===== src/rtl/conv_sequencer_if.sv =====
// Control/handshake bundle between conv_sequencer (master) and the
// convolution datapath (slave). Optional perf outputs exist only when
// CONV_SEQ_PERF_EN is defined.
interface conv_sequencer_if;
  logic        dut_run;
  logic [15:0] sram_dut_read_data;
  logic        last_col_next;
  logic        last_row_flag;

  logic        dut_busy_toggle;
  logic        set_initialization_flag;
  logic        reset_initialization_flag;
  logic        rst_dut_wmem_read_address;
  logic        str_weights_dims;
  logic        str_weights_data;
  logic        str_input_nrows;
  logic        str_input_ncols;
  logic        incr_raddr_enable;
  logic        pln_input_row_enable;
  logic        incr_col_enable;
  logic        rst_col_counter;
  logic        incr_row_enable;
  logic        rst_row_counter;
  logic        update_d_in;
  logic        toggle_conv_go_flag;
  logic        str_temp_to_write;
  logic        rst_output_row_temp;
  logic        incr_output_addr;
  logic [3:0]  state_dbg;
`ifdef CONV_SEQ_PERF_EN
  logic [31:0] perf_cycles;
  logic [7:0]  perf_matrices;
`endif

  modport master (
`ifdef CONV_SEQ_PERF_EN
    output perf_cycles, perf_matrices,
`endif
    input  dut_run, sram_dut_read_data, last_col_next, last_row_flag,
    output dut_busy_toggle, set_initialization_flag, reset_initialization_flag,
           rst_dut_wmem_read_address, str_weights_dims, str_weights_data,
           str_input_nrows, str_input_ncols, incr_raddr_enable,
           pln_input_row_enable, incr_col_enable, rst_col_counter,
           incr_row_enable, rst_row_counter, update_d_in, toggle_conv_go_flag,
           str_temp_to_write, rst_output_row_temp, incr_output_addr, state_dbg
  );

  modport slave (
`ifdef CONV_SEQ_PERF_EN
    input  perf_cycles, perf_matrices,
`endif
    output dut_run, sram_dut_read_data, last_col_next, last_row_flag,
    input  dut_busy_toggle, set_initialization_flag, reset_initialization_flag,
           rst_dut_wmem_read_address, str_weights_dims, str_weights_data,
           str_input_nrows, str_input_ncols, incr_raddr_enable,
           pln_input_row_enable, incr_col_enable, rst_col_counter,
           incr_row_enable, rst_row_counter, update_d_in, toggle_conv_go_flag,
           str_temp_to_write, rst_output_row_temp, incr_output_addr, state_dbg
  );
endinterface


===== src/rtl/conv_sequencer.sv =====
// Control FSM sequencing the convolution datapath: weight fetch, then per
// matrix header read, 3-row window priming, column scan, pipeline drain and
// output-row commit, until the END_MARKER row-count word.
// Every strobe is a registered Moore output: the value driven in a cycle is
// the action of the state/step held in that cycle.
// Optional: define CONV_SEQ_PERF_EN to add perf_cycles / perf_matrices.
module conv_sequencer #(
  parameter logic [15:0] END_MARKER = 16'h00FF,
  parameter int          PIPE_DEPTH = 3,
  parameter int          KROWS      = 3
) (
  input  logic             clk,
  input  logic             reset,
  conv_sequencer_if.master bus
);
  typedef enum logic [3:0] {
    IDLE = 4'd0, WGT = 4'd1, HDR = 4'd2, NCOL = 4'd3, PRIME = 4'd4,
    SCAN = 4'd5, DRAIN = 4'd6, COMMIT = 4'd7, DONE = 4'd8
  } state_t;

  localparam logic [7:0] KLAST = 8'(KROWS - 1);
  localparam logic [7:0] KROW  = 8'(KROWS);
  localparam logic [7:0] DLAST = 8'(PIPE_DEPTH - 1);

  state_t     state;
  logic [7:0] step;   // sub-cycle within the current state

  assign bus.state_dbg = state;

  // Sequencer: next state and next-cycle strobes, all strobes default low
  always_ff @(posedge clk) begin
    bus.dut_busy_toggle           <= 1'b0;
    bus.set_initialization_flag   <= 1'b0;
    bus.reset_initialization_flag <= 1'b0;
    bus.str_weights_dims          <= 1'b0;
    bus.str_weights_data          <= 1'b0;
    bus.str_input_nrows           <= 1'b0;
    bus.str_input_ncols           <= 1'b0;
    bus.incr_raddr_enable         <= 1'b0;
    bus.pln_input_row_enable      <= 1'b0;
    bus.incr_col_enable           <= 1'b0;
    bus.rst_col_counter           <= 1'b0;
    bus.incr_row_enable           <= 1'b0;
    bus.rst_row_counter           <= 1'b0;
    bus.update_d_in               <= 1'b0;
    bus.toggle_conv_go_flag       <= 1'b0;
    bus.str_temp_to_write         <= 1'b0;
    bus.rst_output_row_temp       <= 1'b0;
    bus.incr_output_addr          <= 1'b0;
    if (reset) begin
      state                         <= IDLE;
      step                          <= '0;
      bus.rst_dut_wmem_read_address <= 1'b0;
    end else begin
      case (state)
        IDLE: if (bus.dut_run) begin
          state                         <= WGT;
          step                          <= '0;
          bus.dut_busy_toggle           <= 1'b1;
          bus.rst_dut_wmem_read_address <= 1'b0;
        end
        // step 0 = busy toggle cycle, 1 = dims, 2 = data (addr 1 selected)
        WGT: begin
          step <= step + 8'd1;
          case (step)
            8'd0: bus.str_weights_dims <= 1'b1;
            8'd1: begin
              bus.rst_dut_wmem_read_address <= 1'b1;
              bus.str_weights_data          <= 1'b1;
            end
            default: begin
              state                       <= HDR;
              step                        <= '0;
              bus.set_initialization_flag <= 1'b1;
            end
          endcase
        end
        // step 0 waits for the row-count word, step 1 captures it
        HDR: begin
          if (step == 8'd0) begin
            if (bus.sram_dut_read_data == END_MARKER) begin
              state                         <= DONE;
              bus.dut_busy_toggle           <= 1'b1;
              bus.reset_initialization_flag <= 1'b1;
            end else begin
              step                  <= 8'd1;
              bus.str_input_nrows   <= 1'b1;
              bus.incr_raddr_enable <= 1'b1;
              bus.rst_row_counter   <= 1'b1;
            end
          end else begin
            state                 <= NCOL;
            step                  <= '0;
            bus.str_input_ncols   <= 1'b1;
            bus.incr_raddr_enable <= 1'b1;
          end
        end
        NCOL: begin
          state                    <= PRIME;
          step                     <= '0;
          bus.pln_input_row_enable <= 1'b1;
          bus.incr_raddr_enable    <= 1'b1;
          bus.incr_row_enable      <= 1'b1;
        end
        // steps 0..KROWS-1 load rows, step KROWS clears the output row
        PRIME: begin
          if (step < KLAST) begin
            step                     <= step + 8'd1;
            bus.pln_input_row_enable <= 1'b1;
            bus.incr_raddr_enable    <= 1'b1;
            bus.incr_row_enable      <= 1'b1;
          end else if (step == KLAST) begin
            step                    <= KROW;
            bus.rst_output_row_temp <= 1'b1;
          end else begin
            state                   <= SCAN;
            step                    <= '0;
            bus.rst_col_counter     <= 1'b1;
            bus.toggle_conv_go_flag <= 1'b1;
          end
        end
        // step 0 = entry, 1 = column walk, 2 = closing go-flag toggle
        SCAN: begin
          case (step)
            8'd0: begin
              step                 <= 8'd1;
              bus.incr_col_enable  <= 1'b1;
              bus.update_d_in      <= 1'b1;
              bus.incr_output_addr <= 1'b1;
            end
            8'd1: if (bus.last_col_next) begin
              step                    <= 8'd2;
              bus.toggle_conv_go_flag <= 1'b1;
            end else begin
              bus.incr_col_enable  <= 1'b1;
              bus.update_d_in      <= 1'b1;
              bus.incr_output_addr <= 1'b1;
            end
            default: begin
              state <= DRAIN;
              step  <= '0;
            end
          endcase
        end
        DRAIN: begin
          if (step == DLAST) begin
            state                 <= COMMIT;
            step                  <= '0;
            bus.str_temp_to_write <= 1'b1;
          end else begin
            step <= step + 8'd1;
          end
        end
        // step 0 = write, 1 = low (write fires), 2 = clear row, 3 = advance
        COMMIT: begin
          case (step)
            8'd0: step <= 8'd1;
            8'd1: begin
              step                    <= 8'd2;
              bus.rst_output_row_temp <= 1'b1;
            end
            8'd2: if (bus.last_row_flag) begin
              state <= HDR;
              step  <= '0;
            end else begin
              step                     <= 8'd3;
              bus.pln_input_row_enable <= 1'b1;
              bus.incr_raddr_enable    <= 1'b1;
              bus.incr_row_enable      <= 1'b1;
            end
            default: begin
              state                   <= SCAN;
              step                    <= '0;
              bus.rst_col_counter     <= 1'b1;
              bus.toggle_conv_go_flag <= 1'b1;
            end
          endcase
        end
        DONE: begin
          state                         <= IDLE;
          step                          <= '0;
          bus.rst_dut_wmem_read_address <= 1'b0;
        end
        default: begin
          state <= IDLE;
          step  <= '0;
        end
      endcase
    end
  end

`ifdef CONV_SEQ_PERF_EN
  // Busy-cycle count per run and saturating count of matrices started
  always_ff @(posedge clk) begin
    if (reset) begin
      bus.perf_cycles   <= '0;
      bus.perf_matrices <= '0;
    end else begin
      if (state == IDLE) begin
        if (bus.dut_run) bus.perf_cycles <= '0;
      end else begin
        bus.perf_cycles <= bus.perf_cycles + 32'd1;
      end
      if (state == HDR && step == 8'd1 && bus.perf_matrices != 8'hFF)
        bus.perf_matrices <= bus.perf_matrices + 8'd1;
    end
  end
`endif
endmodule


===== src/flat_wrapper.sv =====
// flat-port wrapper written by rule: the top's interface ports become plain ports
module conv_sequencer_flat 
#(
  parameter logic [15:0] END_MARKER = 16'h00FF,
  parameter int          PIPE_DEPTH = 3,
  parameter int          KROWS      = 3
)
  (clk, reset, bus_dut_run, bus_sram_dut_read_data, bus_last_col_next, bus_last_row_flag, bus_dut_busy_toggle, bus_set_initialization_flag, bus_reset_initialization_flag, bus_rst_dut_wmem_read_address, bus_str_weights_dims, bus_str_weights_data, bus_str_input_nrows, bus_str_input_ncols, bus_incr_raddr_enable, bus_pln_input_row_enable, bus_incr_col_enable, bus_rst_col_counter, bus_incr_row_enable, bus_rst_row_counter, bus_update_d_in, bus_toggle_conv_go_flag, bus_str_temp_to_write, bus_rst_output_row_temp, bus_incr_output_addr, bus_state_dbg);
  conv_sequencer_if bus_i ();
  input  logic clk;
  input  logic reset;
  input wire logic [$bits(bus_i.dut_run)-1:0] bus_dut_run;
  input wire logic [$bits(bus_i.sram_dut_read_data)-1:0] bus_sram_dut_read_data;
  input wire logic [$bits(bus_i.last_col_next)-1:0] bus_last_col_next;
  input wire logic [$bits(bus_i.last_row_flag)-1:0] bus_last_row_flag;
  output wire logic [$bits(bus_i.dut_busy_toggle)-1:0] bus_dut_busy_toggle;
  output wire logic [$bits(bus_i.set_initialization_flag)-1:0] bus_set_initialization_flag;
  output wire logic [$bits(bus_i.reset_initialization_flag)-1:0] bus_reset_initialization_flag;
  output wire logic [$bits(bus_i.rst_dut_wmem_read_address)-1:0] bus_rst_dut_wmem_read_address;
  output wire logic [$bits(bus_i.str_weights_dims)-1:0] bus_str_weights_dims;
  output wire logic [$bits(bus_i.str_weights_data)-1:0] bus_str_weights_data;
  output wire logic [$bits(bus_i.str_input_nrows)-1:0] bus_str_input_nrows;
  output wire logic [$bits(bus_i.str_input_ncols)-1:0] bus_str_input_ncols;
  output wire logic [$bits(bus_i.incr_raddr_enable)-1:0] bus_incr_raddr_enable;
  output wire logic [$bits(bus_i.pln_input_row_enable)-1:0] bus_pln_input_row_enable;
  output wire logic [$bits(bus_i.incr_col_enable)-1:0] bus_incr_col_enable;
  output wire logic [$bits(bus_i.rst_col_counter)-1:0] bus_rst_col_counter;
  output wire logic [$bits(bus_i.incr_row_enable)-1:0] bus_incr_row_enable;
  output wire logic [$bits(bus_i.rst_row_counter)-1:0] bus_rst_row_counter;
  output wire logic [$bits(bus_i.update_d_in)-1:0] bus_update_d_in;
  output wire logic [$bits(bus_i.toggle_conv_go_flag)-1:0] bus_toggle_conv_go_flag;
  output wire logic [$bits(bus_i.str_temp_to_write)-1:0] bus_str_temp_to_write;
  output wire logic [$bits(bus_i.rst_output_row_temp)-1:0] bus_rst_output_row_temp;
  output wire logic [$bits(bus_i.incr_output_addr)-1:0] bus_incr_output_addr;
  output wire logic [$bits(bus_i.state_dbg)-1:0] bus_state_dbg;
  assign bus_i.dut_run = bus_dut_run;
  assign bus_i.sram_dut_read_data = bus_sram_dut_read_data;
  assign bus_i.last_col_next = bus_last_col_next;
  assign bus_i.last_row_flag = bus_last_row_flag;
  assign bus_dut_busy_toggle = bus_i.dut_busy_toggle;
  assign bus_set_initialization_flag = bus_i.set_initialization_flag;
  assign bus_reset_initialization_flag = bus_i.reset_initialization_flag;
  assign bus_rst_dut_wmem_read_address = bus_i.rst_dut_wmem_read_address;
  assign bus_str_weights_dims = bus_i.str_weights_dims;
  assign bus_str_weights_data = bus_i.str_weights_data;
  assign bus_str_input_nrows = bus_i.str_input_nrows;
  assign bus_str_input_ncols = bus_i.str_input_ncols;
  assign bus_incr_raddr_enable = bus_i.incr_raddr_enable;
  assign bus_pln_input_row_enable = bus_i.pln_input_row_enable;
  assign bus_incr_col_enable = bus_i.incr_col_enable;
  assign bus_rst_col_counter = bus_i.rst_col_counter;
  assign bus_incr_row_enable = bus_i.incr_row_enable;
  assign bus_rst_row_counter = bus_i.rst_row_counter;
  assign bus_update_d_in = bus_i.update_d_in;
  assign bus_toggle_conv_go_flag = bus_i.toggle_conv_go_flag;
  assign bus_str_temp_to_write = bus_i.str_temp_to_write;
  assign bus_rst_output_row_temp = bus_i.rst_output_row_temp;
  assign bus_incr_output_addr = bus_i.incr_output_addr;
  assign bus_state_dbg = bus_i.state_dbg;
  conv_sequencer #(.END_MARKER(END_MARKER), .PIPE_DEPTH(PIPE_DEPTH), .KROWS(KROWS)) u_core (.clk(clk), .reset(reset), .bus(bus_i));
endmodule

===== config.mk =====
export PLATFORM = sky130hd
export DESIGN_NAME = conv_sequencer_flat
export DESIGN_NICKNAME = d
export VERILOG_FILES = /design/src/rtl/conv_sequencer_if.sv /design/src/rtl/conv_sequencer.sv /design/src/flat_wrapper.sv
export SDC_FILE = /design/constraint.sdc
export NUM_CORES = 1
export LEC_CHECK = 0
export BUFFER_PORTS_ARGS = -buffer_cell sky130_fd_sc_hd__buf_2
export CAP_MARGIN = 20
export CORE_ASPECT_RATIO = 0.9
export CORE_MARGIN = 8
export CORE_UTILIZATION = 45
export DETAILED_ROUTE_END_ITERATION = 6
export GPL_TIMING_DRIVEN = 1
export PLACE_DENSITY_LB_ADDON = 0.25
export SLEW_MARGIN = 20
export SYNTH_ARGS = -nofsm -noshare
export SYNTH_HDL_FRONTEND = slang
export SYNTH_SLANG_ARGS = --single-unit

===== constraint.sdc =====
create_clock -name clk -period 2.02 [get_ports clk]
set_input_delay 0.101 -clock clk [delete_from_list [all_inputs] [get_ports clk]]
set_output_delay 0.101 -clock clk [all_outputs]
set_load 0.005 [all_outputs]

==> summary.md, run 1 <==
| Metric | Value |
|---|---|
| Run status | finished clean |
| Clock Power Share | 0.165 |
| Post-synth EDFFs | 0 |
| Power Dens Cells | 853.2 nW/um^2 |
| Clock latency at the later pin of the worst-skew pair | 0.28 ns |
| Largest net degree at the start of global routing | 21 |
| Vias in the first global route | 1679 |
| Sequential group share of total power | 0.321 |
| Post-synthesis cell area | 1593 um^2 |
| Core box area | 3378 um^2 |
| Warnings, synthesis | 0 |
| Final setup viols | 0 |
| DR pass1 iterations | 5 |
| Initial antenna violation count | 0 |
| Multi-input gate area | 1039 um^2 |
| Full die area | 5702 um^2 |
| # diodes | 0 |
| Post-synthesis sequential area ratio | 0.3394 |
| Slew headroom | 0.6891 |
| Placed cells | 299 |
| Sequential Area | 551.8 um^2 |
| Final Skew | 0.006740 ns |
| Top-count cell post-synth | dfxtp_1 |
| Number of max-cap violations | 0 |
| Logic gate share of total power | 0.513 |
| Die height | 72.44 um |
| CTS tree | yes |
| Post-route ant nets | 0 |
| Chip Width | 78.71 um |
| Vias per cell | 5.977 |
| Starting Density | 0.4715 |
| Routed WL per cell | 16.51 um |
| Post-Syn Nets | 213 |
| Synth top area share | 0.3394 |
| Gr usage total | 0.1750 |
| Worst EP required | 2.20 ns |
| Mapped Avg Cell Area | 8.472 um^2 |
| NetSw | 698.9 uW |
| Synth top area cells | dfxtp_1 34%, nor2_1 4.0%, a311oi_1 3.8% |
| Placer's final routability congestion estimate | 0.9361 |
| H-tree Lvls | 1 |
| Area Growth Syn to Fin | 39.51% |
| Vias | 1823 |
| Hold Fails Final Rpt | 0 |
| I/O pin count | 44 |
| GRT overflow | 0 |
| WS Path Type | register to register |
| DRT iter0 DRCs | 138 |
| Worst setup SP type | register |
| DP Area | 2077 um^2 |
| Dpl hpwl | 3.765 mm |
| # fillers | 275 |
| IO Port Bufs | 43 |
| Leakage Power | 1.017 nW |
| Root Buffer | clkbuf_8 |
| Cells after Synth | 188 |
| Synth area leader | dfxtp_1 |
| Fin crit share | 0.9943 |
| Final min period | 2.009 ns |
| Internal power | 1.197 mW |
| CTS Hold Bufs | 0 |
| Seq cells post-synth | 27 |
| Sw frac | 0.3686 |
| Crit-path max FO | 8 |
| Non-Filler Instances | 305 |
| NumNets Final | 287 |
| Most used DFF post-synth | dfxtp_1 |
| Top cells by count, synth | 27 x dfxtp_1, 17 x nor2_1, 12 x a21oi_1, 11 x nand2_1, 8 x nand3_1 |
| Fraction of layout cells with a size suffix above 1 | 0.4713 |
| CTS buffer count | 3 |
| Clock slew at the register clock pins of the worst setup and hold paths | 0.10 ns |
| RSZ-0062 raised after global routing | yes |
| Async SR Flop Fraction | 0 |
| Fmax | 497.9 MHz |
| Row cnt | 20 |
| Maximum vdd ir drop | 0.0004043 V |
| First-pass GRT wire length | 8.100 mm |
| Worst setup EP type | register |
| Worst-Margin Slew | 0.4649 ns |
| Library cells used by synthesis | 48 |
| Design area | 2222 um^2 |
| Clk buf depth | 2 |
| Post-Route WL | 5.037 mm |
| Final Max Tran Viols | 0 |
| Worst Hold Class | input pin to register |
| Critical path data arrival time | 2.19 ns |
| Clock Sink Count | 27 |
| DRC | 0 |
power by group through the flow:
| stage | sequential [mW] | combinational (mW) | clock [mW] |
|---|---|---|---|
| 2_1_floorplan | 0.622 | 0.509 | 0 |
| 3_3_place_gp | 0.610 | 0.853 | 0 |
| 3_5_place_dp | 0.611 | 0.862 | 0 |
| 4_1_cts | 0.600 | 0.929 | 0.321 |
| 5_1_grt | 0.613 | 1.05 | 0.349 |
| 6_report | 0.609 | 0.973 | 0.314 |
registers in the layout, indices dropped and copies added (netlist names):
register and count:
u_core.step 8, u_core.bus.state_dbg 4, u_core.bus.dut_busy_toggle 1, u_core.bus.incr_raddr_enable 1, u_core.bus.pln_input_row_enable 1, u_core.bus.reset_initialization_flag 1
u_core.bus.rst_col_counter 1, u_core.bus.rst_dut_wmem_read_address 1, u_core.bus.rst_output_row_temp 1, u_core.bus.rst_row_counter 1, u_core.bus.set_initialization_flag 1, u_core.bus.str_input_ncols 1
u_core.bus.str_temp_to_write 1, u_core.bus.str_weights_data 1, u_core.bus.str_weights_dims 1, u_core.bus.toggle_conv_go_flag 1, u_core.bus.update_d_in 1
worst paths after layout:
path / start / end / slack [ns] / cells past startpoint
max: u_core.step[5] / u_core.step[5] / 0.01 / 5
min: bus_dut_run / u_core.bus.dut_busy_toggle / 0.17 / 3
max reg2reg: u_core.step[5] / u_core.step[5] / 0.01 / 5
min reg2reg: u_core.bus.rst_dut_wmem_read_address / u_core.bus.rst_dut_wmem_read_address / 0.51 / 2
cell type report:
cell class	instances	share of cell area
inverter	5	0.008446
clock inverter	1	0.002252
timing repair buffer	82	0.2303
multi-input combinational	143	0.4673
sequential	27	0.2483
clock buffer	3	0.01858
tap	44	0.02477
placed cells by master, fill, tap and decap left out, types with 3 or more instances in the layout:
master / count
nand2b_1: 7
nand2_1: 11
nor2_1: 17
nand3_1: 8
clkbuf_8: 3
or2_2: 5
inv_1: 3
nor3_1: 3
ha_2: 3
mux2i_1: 5
dfxtp_1: 20
or4_1: 3
buf_4: 38
a21oi_1: 11
nand4_1: 4
a311oi_1: 7
and3_1: 4
dfxtp_2: 6
o21bai_1: 4
buf_2: 43
nor2b_1: 3
o21ai_0: 5
metal layers:
layer	GRT usage	vias up	routed length, um	part of all wire
met5	0	-	0	0
met4	0.05749	0	100	0.020
met3	0.04691	18	658	0.13
met2	0.2767	121	2250	0.45
met1	0.2240	838	2027	0.40
li1	-	846	-	-
cell families (layout without fill, tap and decap cells):
logic type	Yosys count	after routing	synth area share
mux	5	5	0.03142
compound gates	47	47	0.2019
fa+ha+maj	4	4	0.03142
simple gates	87	87	0.3346
buf+inv	18	91	0.06128
flops	27	27	0.3394
critical path, stage by stage (launching register included):
cell and delay (ns):
dfxtp_2 0.36, or4_4 0.62, nor3_4 0.25, and4b_1 0.29, nor3_4 0.10, a311oi_1 0.29
per-stage QoR:
stage | setup WS, ns | setup TNS (ns) | utilization | hold WS, ns | total power [mW]
finish | 0.01146 | 0 | 0.6578 | 0.1693 | 1.896
global route | -0.03077 | -0.07370 | 0.6578 | 0.1450 | 2.008
CTS | -0.0001830 | -0.0001830 | 0.6441 | 0.1561 | 1.850
detailed placement | -0.1439 | -0.7359 | 0.6148 | 0.4538 | 1.473
global placement | -0.09459 | -0.5270 | 0.6148 | 0.4656 | 1.463
floorplan | 0.009443 | 0 | - | 0.2529 | 1.131
what timing repair did:
action                     CTS  global route
pin swaps                    4            10
setup buffers                2             0
resized for setup            9            17
setup endpoints to repair   12            11
cloned                       0             0
No activity file was read; power rests on OpenSTA's default activity.
==> run 2, diff against run 1 <==
--- a/config.mk
+++ b/config.mk
@@ -5,6 +5,7 @@
 export SDC_FILE = /design/constraint.sdc
 export NUM_CORES = 1
 export LEC_CHECK = 0
+export ABC_AREA = 1
 export BUFFER_PORTS_ARGS = -buffer_cell sky130_fd_sc_hd__buf_2
 export CAP_MARGIN = 20
 export CORE_ASPECT_RATIO = 0.9
==> run 2 against run 1 <==
  * Worst setup slack better by 0.26 ns
  * Largest power group unchanged
  * Clock power is 4% lower
  * Utilization is 10 points lower
  * Clock skew is 0.0015 ns lower
==> summary.md, run 2 <==
| Metric | Value |
|---|---|
| Run status | finished clean |
| GRT overflow | 0 |
| Async SR Flop Fraction | 0 |
| Number of max-cap violations | 0 |
| Power Dens Cells | 1002 nW/um^2 |
| DRC | 0 |
| Initial antenna violation count | 0 |
| DRT iter0 DRCs | 156 |
| Worst setup SP type | register |
| Chip Width | 79.45 um |
| # diodes | 0 |
| Largest net degree at the start of global routing | 21 |
| CTS Hold Bufs | 0 |
| Sequential Area | 540.5 um^2 |
| Total power | 1.901 mW |
| Vias | 1574 |
| Synth Area in Compound Gates | 0.09977 |
| Worst path cell trace | inv_1 > ha_1 > nand2_4 > nor2_4 > inv_4 > nand2_4 > nand2_1 > nand2_2 > nor2_2 > nand3_1 > nand2_1 > nor2_1 |
| Post-synthesis adder-cell area fraction | 0.03070 |
| Die height | 73.10 um |
| Core box area | 3428 um^2 |
| Clk buf depth | 2 |
| Starting Density | 0.4755 |
| H-tree Lvls | 1 |
| Library cells used by synthesis | 31 |
| Worst setup path start | u_core.step[0] |
| Top-count cell post-synth | nand2_1 |
| Vias per cell | 4.919 |
| Most used DFF post-synth | dfxtp_1 |
| Synth top area cells | dfxtp_1 33%, nand2_1 13%, nor2_1 8.3% |
| Design area | 1898 um^2 |
| Routed WL per cell | 12.34 um |
| R2r setup slk | 0.27 ns |
| Slew headroom | 0.7250 |
| DP Area | 1852 um^2 |
| Full die area | 5807 um^2 |
| WS Path Type | register to register |
| NumNets Final | 302 |
| Worst setup EP type | register |
| Final setup viols | 0 |
| First-pass GRT wire length | 6.789 mm |
| Reg-to-Reg End | u_core.bus.state_dbg[1] |
| Crit path capture | u_core.bus.state_dbg[1] |
| Vias in the first global route | 1495 |
| Worst stage delay on the critical path | 0.45 ns |
| Clock Sink Count | 27 |
| Synth area leader | dfxtp_1 |
| Worst Hold Class | input pin to register |
| Most common cell after layout, fill and taps aside | nand2_1 |
| Crit-path max FO | 7 |
| Setup TNS | 0 ns |
| Final Skew | 0.005230 ns |
| Leakage Power | 0.9507 nW |
| Simple logic cell fraction of the synthesized area | 0.4413 |
| Post-route ant nets | 0 |
| Dpl hpwl | 3.156 mm |
| Clock slew at the register clock pins of the worst setup and hold paths | 0.09 ns |
| Post-Route WL | 3.949 mm |
| Final Max Tran Viols | 0 |
| Max reg flops | 8 |
| Placer's final routability congestion estimate | 0.9483 |
| IO Port Bufs | 43 |
| Mux cell area share after synthesis | 0 |
| Post-synthesis cell area | 1630 um^2 |
| Worst EP required | 2.19 ns |
| Mapped Avg Cell Area | 6.908 um^2 |
| Synth Area in XOR/XNOR | 0.005372 |
| Row cnt | 20 |
| Placed cells | 316 |
| RSZ-0062 raised after global routing | no |
| I/O pin count | 44 |
| Final min period | 1.752 ns |
| Root Buffer | clkbuf_8 |
| Worst-Margin Slew | 0.4124 ns |
| Cells after Synth | 236 |
| Fraction of layout cells with a size suffix above 1 | 0.2826 |
| # fillers | 350 |
| Area Growth Syn to Fin | 16.42% |
| Post_cts resized | 0 |
| Critical path's slowest cell | dfxtp_1 |
| Non-Filler Instances | 320 |
| Largest reg by FF count | u_core.step |
| Seq cells post-synth | 27 |
| Warnings, synthesis | 0 |
| Clock latency at the later pin of the worst-skew pair | 0.27 ns |
| R2R Path Start | u_core.step[0] |
| Multi-input gate area | 940.9 um^2 |
| Hold Fails Final Rpt | 0 |
| Gr usage total | 0.1406 |
| R2R cell count | 12 |
| Post-synth EDFFs | 0 |
| Post-CTS Setup Bufs | 0 |
| Final Util | 0.5537 |
| Fmax | 570.7 MHz |
| CTS tree | yes |
| Top cells by count, synth | 58 x nand2_1, 36 x nor2_1, 27 x dfxtp_1, 23 x inv_1, 17 x a21oi_1 |
| Maximum vdd ir drop | 0.0004358 V |
| Fin crit share | 0.8675 |
| Critical path data arrival time | 1.92 ns |
| DR pass1 iterations | 4 |
| Synth top area share | 0.3315 |
| Post-Syn Nets | 261 |
| Post-synthesis sequential area ratio | 0.3315 |
| Commonest non-fill, non-tap cells in the layout | 58 x nand2_1, 43 x buf_2, 36 x nor2_1 |
| CTS buffer count | 3 |
| Largest family of logic cells by synthesized area | simple AND/OR/NAND/NOR gates |
run 2: cell types whose count changed in the layout (fill, tap and decap cells not counted), moves of 7 or more:
cell and change:
nand2b_1 -7, nand2_1 +47, nor2_1 +19, a311oi_1 -7
inv_1 +20, nand3_1 +8, dfxtp_1 +7, buf_4 -38
run 2: critical path, delay by kind of cell, from the launching register on:
family | cells | cell delay (ns)
and+or+nand+nor | 9 | 0.75
buffers and inverters | 2 | 0.19
DFF | 1 | 0.45
adders and majority gates | 1 | 0.25
run 2: final cells by class:
cell class / instances / area share
Clock inverter: 1 / 0.002637
Clock buffer: 3 / 0.02175
Inverter: 26 / 0.05274
Timing Repair Buffer: 43 / 0.1134
Sequential cell: 27 / 0.2848
Multi-Input combinational cell: 176 / 0.4957
Tap cell: 44 / 0.02900
run 2: report_power, final:
group          internal, mW  leakage [nW]  switching, mW
sequential            0.599         0.219         0.0647
clock                 0.138        0.0255          0.164
combinational         0.338         0.706          0.598
total                  1.07         0.951          0.827
run 2: metal layers:
metal | GRT usage | vias up | part of all wire
met1 | 0.1886 | 688 | 0.48
li1 | - | 833 | -
met3 | 0.03941 | 2 | 0.092
met2 | 0.2170 | 51 | 0.43
met4 | 0.02669 | 0 | 0.0043
met5 | 0 | - | 0
run 2: through the flow:
| step | hold WS [ns] | setup slack [ns] |
|---|---|---|
| floorplan | 0.2482 | 0.4984 |
| global placement | 0.4056 | 0.3506 |
| detailed placement | 0.3751 | 0.2906 |
| CTS | 0.08973 | 0.2668 |
| global route | 0.09494 | 0.06237 |
| finish | 0.09230 | 0.2677 |
run 2: how the worst min path moves through the flow:
stage / startpoint / end / slack [ns] / cells after the start
2_1_floorplan: bus_dut_run / u_core.bus.dut_busy_toggle / 0.25 / 2
3_3_place_gp: bus_dut_run / u_core.bus.dut_busy_toggle / 0.41 / 3
3_5_place_dp: bus_dut_run / u_core.bus.dut_busy_toggle / 0.38 / 3
4_1_cts: bus_dut_run / u_core.bus.dut_busy_toggle / 0.09 / 3
5_1_grt: bus_dut_run / u_core.bus.dut_busy_toggle / 0.09 / 3
6_report: bus_dut_run / u_core.bus.dut_busy_toggle / 0.09 / 3
run 2: cells by family after synthesis:
family / count (synthesis)
xor gates and xnor gates: 1
adders and majority gates: 4
AOI/OAI and AO/OA: 28
DFF: 27
buffers and inverters: 33
and+or+nand+nor: 143
==> run 3, diff against run 2 <==
--- a/config.mk
+++ b/config.mk
@@ -10,7 +10,7 @@
 export CAP_MARGIN = 20
 export CORE_ASPECT_RATIO = 0.9
 export CORE_MARGIN = 8
-export CORE_UTILIZATION = 45
+export CORE_UTILIZATION = 47
 export DETAILED_ROUTE_END_ITERATION = 6
 export GPL_TIMING_DRIVEN = 1
 export PLACE_DENSITY_LB_ADDON = 0.25
==> run 3 against run 2 <==
  * Final cell count stayed put
  * Utilization grew 1.3 points
  * Clock skew hardly changed
  * Cell area increased by 0.13%
  * Sequential cell count did not move
  * Routed wire length shrank 2.2%
  * Largest cell class unchanged
==> summary.md, run 3 (synthesis gave the netlist of run 2 again) <==
| Metric | Value |
|---|---|
| Maximum vdd ir drop | 0.0004879 V |
| GRT overflow | 0 |
| Final min period | 1.705 ns |
| Commonest non-fill, non-tap cells in the layout | 58 x nand2_1, 43 x buf_2, 36 x nor2_1 |
| Die height | 71.88 um |
| Design area | 1901 um^2 |
| Logic gate share of total power | 0.487 |
| Critical path data arrival time | 1.88 ns |
| Vias | 1597 |
| Power Dens Cells | 999.7 nW/um^2 |
| Fmax | 586.4 MHz |
| Core box area | 3353 um^2 |
| CTS tree | yes |
| Worst setup SP type | register |
| IO Port Bufs | 43 |
| Full die area | 5612 um^2 |
| Clk buf depth | 2 |
| Max reg flops | 8 |
| Sequential Area | 540.5 um^2 |
| Run status | finished clean |
| Fin crit share | 0.8443 |
| Number of max-cap violations | 0 |
| NetSw | 823.2 uW |
| Placer's final routability congestion estimate | 0.9181 |
| Gr usage total | 0.1430 |
| Vias per cell | 4.991 |
| Post_cts resized | 0 |
| Most common cell after layout, fill and taps aside | nand2_1 |
| Post-Route WL | 3.862 mm |
| Hold_sp | bus_dut_run |
| DRT iter0 DRCs | 96 |
| # fillers | 338 |
| CP bufs+invs | 2 |
| Worst hold path depth | 3 |
| Final worst-path setup slack | 0.3146 ns |
| Post-route ant nets | 0 |
| Worst hold endpoint | u_core.bus.dut_busy_toggle |
| DR pass1 iterations | 4 |
| Final setup viols | 0 |
| Reg-to-Reg End | u_core.bus.state_dbg[0] |
| Worst stage delay on the critical path | 0.45 ns |
| Setup TNS | 0 ns |
| R2r setup slk | 0.31 ns |
| Clock latency at the later pin of the worst-skew pair | 0.28 ns |
| Leakage Power | 0.9469 nW |
| Crit-path max FO | 7 |
| Critical path's top delay family | simple AND/OR/NAND/NOR gates |
| Internal power | 1.077 mW |
| I/O pin count | 44 |
| Post-CTS Setup Bufs | 0 |
| Starting Density | 0.4862 |
| Worst Hold Class | input pin to register |
| Dpl hpwl | 3.118 mm |
| Sw frac | 0.4333 |
| Final Util | 0.5668 |
| DP Area | 1852 um^2 |
| Fraction of layout cells with a size suffix above 1 | 0.2826 |
| Chip Width | 78.08 um |
| R2R cell count | 12 |
| Slew headroom | 0.7207 |
| Worst EP required | 2.19 ns |
| Clock Sink Count | 27 |
| Sequential group share of total power | 0.348 |
| RSZ-0062 raised after global routing | no |
| CTS Hold Bufs | 0 |
| R2R Path Start | u_core.step[0] |
| NumNets Final | 302 |
| Clock slew at the register clock pins of the worst setup and hold paths | 0.10 ns |
| Largest net degree at the start of global routing | 21 |
| Multi-input gate area | 940.9 um^2 |
| First-pass GRT wire length | 6.665 mm |
| Routed WL per cell | 12.07 um |
| Worst-Margin Slew | 0.4190 ns |
| WS Path Type | register to register |
| Worst setup EP type | register |
| Root Buffer | clkbuf_8 |
| Pre-CTS setup slack | 0.3393 ns |
| H-tree Lvls | 1 |
| Area Growth Syn to Fin | 16.58% |
| Initial antenna violation count | 0 |
| Clock Power Share | 0.165 |
| # diodes | 0 |
| Final Max Tran Viols | 0 |
| Critical path's slowest cell | dfxtp_1 |
| Hold Fails Final Rpt | 0 |
| Worst path cell trace | inv_1 > ha_1 > nand2_4 > nor2_4 > inv_4 > nand2_4 > nand2_1 > nand2_2 > nor2_2 > nand3_1 > nand2_1 > nor2_1 |
| Row cnt | 20 |
| Final Skew | 0.005632 ns |
| CTS buffer count | 3 |
| Vias in the first global route | 1450 |
| DRC | 0 |
| Largest reg by FF count | u_core.step |
-- run 3: cell count changes in the layout (fill, tap and decap cells not counted) --
cell / change
clkinv_2: -1
clkinvlp_4: +1
-- run 3: power by group through the flow --
stage	logic, mW	clock network [mW]	registers [mW]
5_1_grt	1.04	0.347	0.671
6_report	0.925	0.313	0.662
3_5_place_dp	0.923	0	0.672
3_3_place_gp	0.917	0	0.671
4_1_cts	0.926	0.324	0.660
2_1_floorplan	0.713	0	0.670
-- run 3: through the flow --
stage               hold slack (ns)  cells  power (mW)
global route                0.09901    320       2.054
floorplan                    0.2482    236       1.383
finish                      0.08020    320       1.900
CTS                         0.07643    320       1.910
global placement             0.3798    316       1.588
detailed placement           0.3789    316       1.595
-- run 3: worst max path at each step --
stage / startpoint / endpoint / slack [ns] / depth (start not counted)
after global placement: u_core.step[0] / u_core.bus.state_dbg[0] / 0.39 / 12
final: u_core.step[0] / u_core.bus.state_dbg[0] / 0.31 / 12
after CTS: u_core.step[0] / u_core.bus.state_dbg[0] / 0.31 / 12
after floorplan: u_core.step[0] / u_core.bus.state_dbg[0] / 0.50 / 12
after detailed placement: u_core.step[0] / u_core.bus.state_dbg[0] / 0.34 / 12
after global routing: u_core.bus.state_dbg[1] / u_core.bus.state_dbg[2] / 0.14 / 9
-- run 3: worst reg2reg max path, stage by stage, from the launching register on --
cell and delay (ns):
dfxtp_1 0.45, inv_1 0.11, ha_1 0.24, nand2_4 0.08
nor2_4 0.05, inv_4 0.08, nand2_4 0.06, nand2_1 0.07
nand2_2 0.06, nor2_2 0.19, nand3_1 0.11, nand2_1 0.07
nor2_1 0.04
-- run 3: area by class of cell --
class / count / share of cell area
clock buffer: 3 / 0.02172
clock inverter: 1 / 0.003950
inverter: 26 / 0.05267
multi-input combinational: 176 / 0.4951
sequential: 27 / 0.2844
tap: 44 / 0.02897
timing repair buffer: 43 / 0.1132
-- run 3: routing by layer --
layer  vias up  share of wire  GRT usage
li1        840              -          -
met1       689           0.46     0.1833
met2        64           0.42     0.2252
met3         4           0.11    0.04500
met4         0         0.0088    0.03696
met5         -              0          0
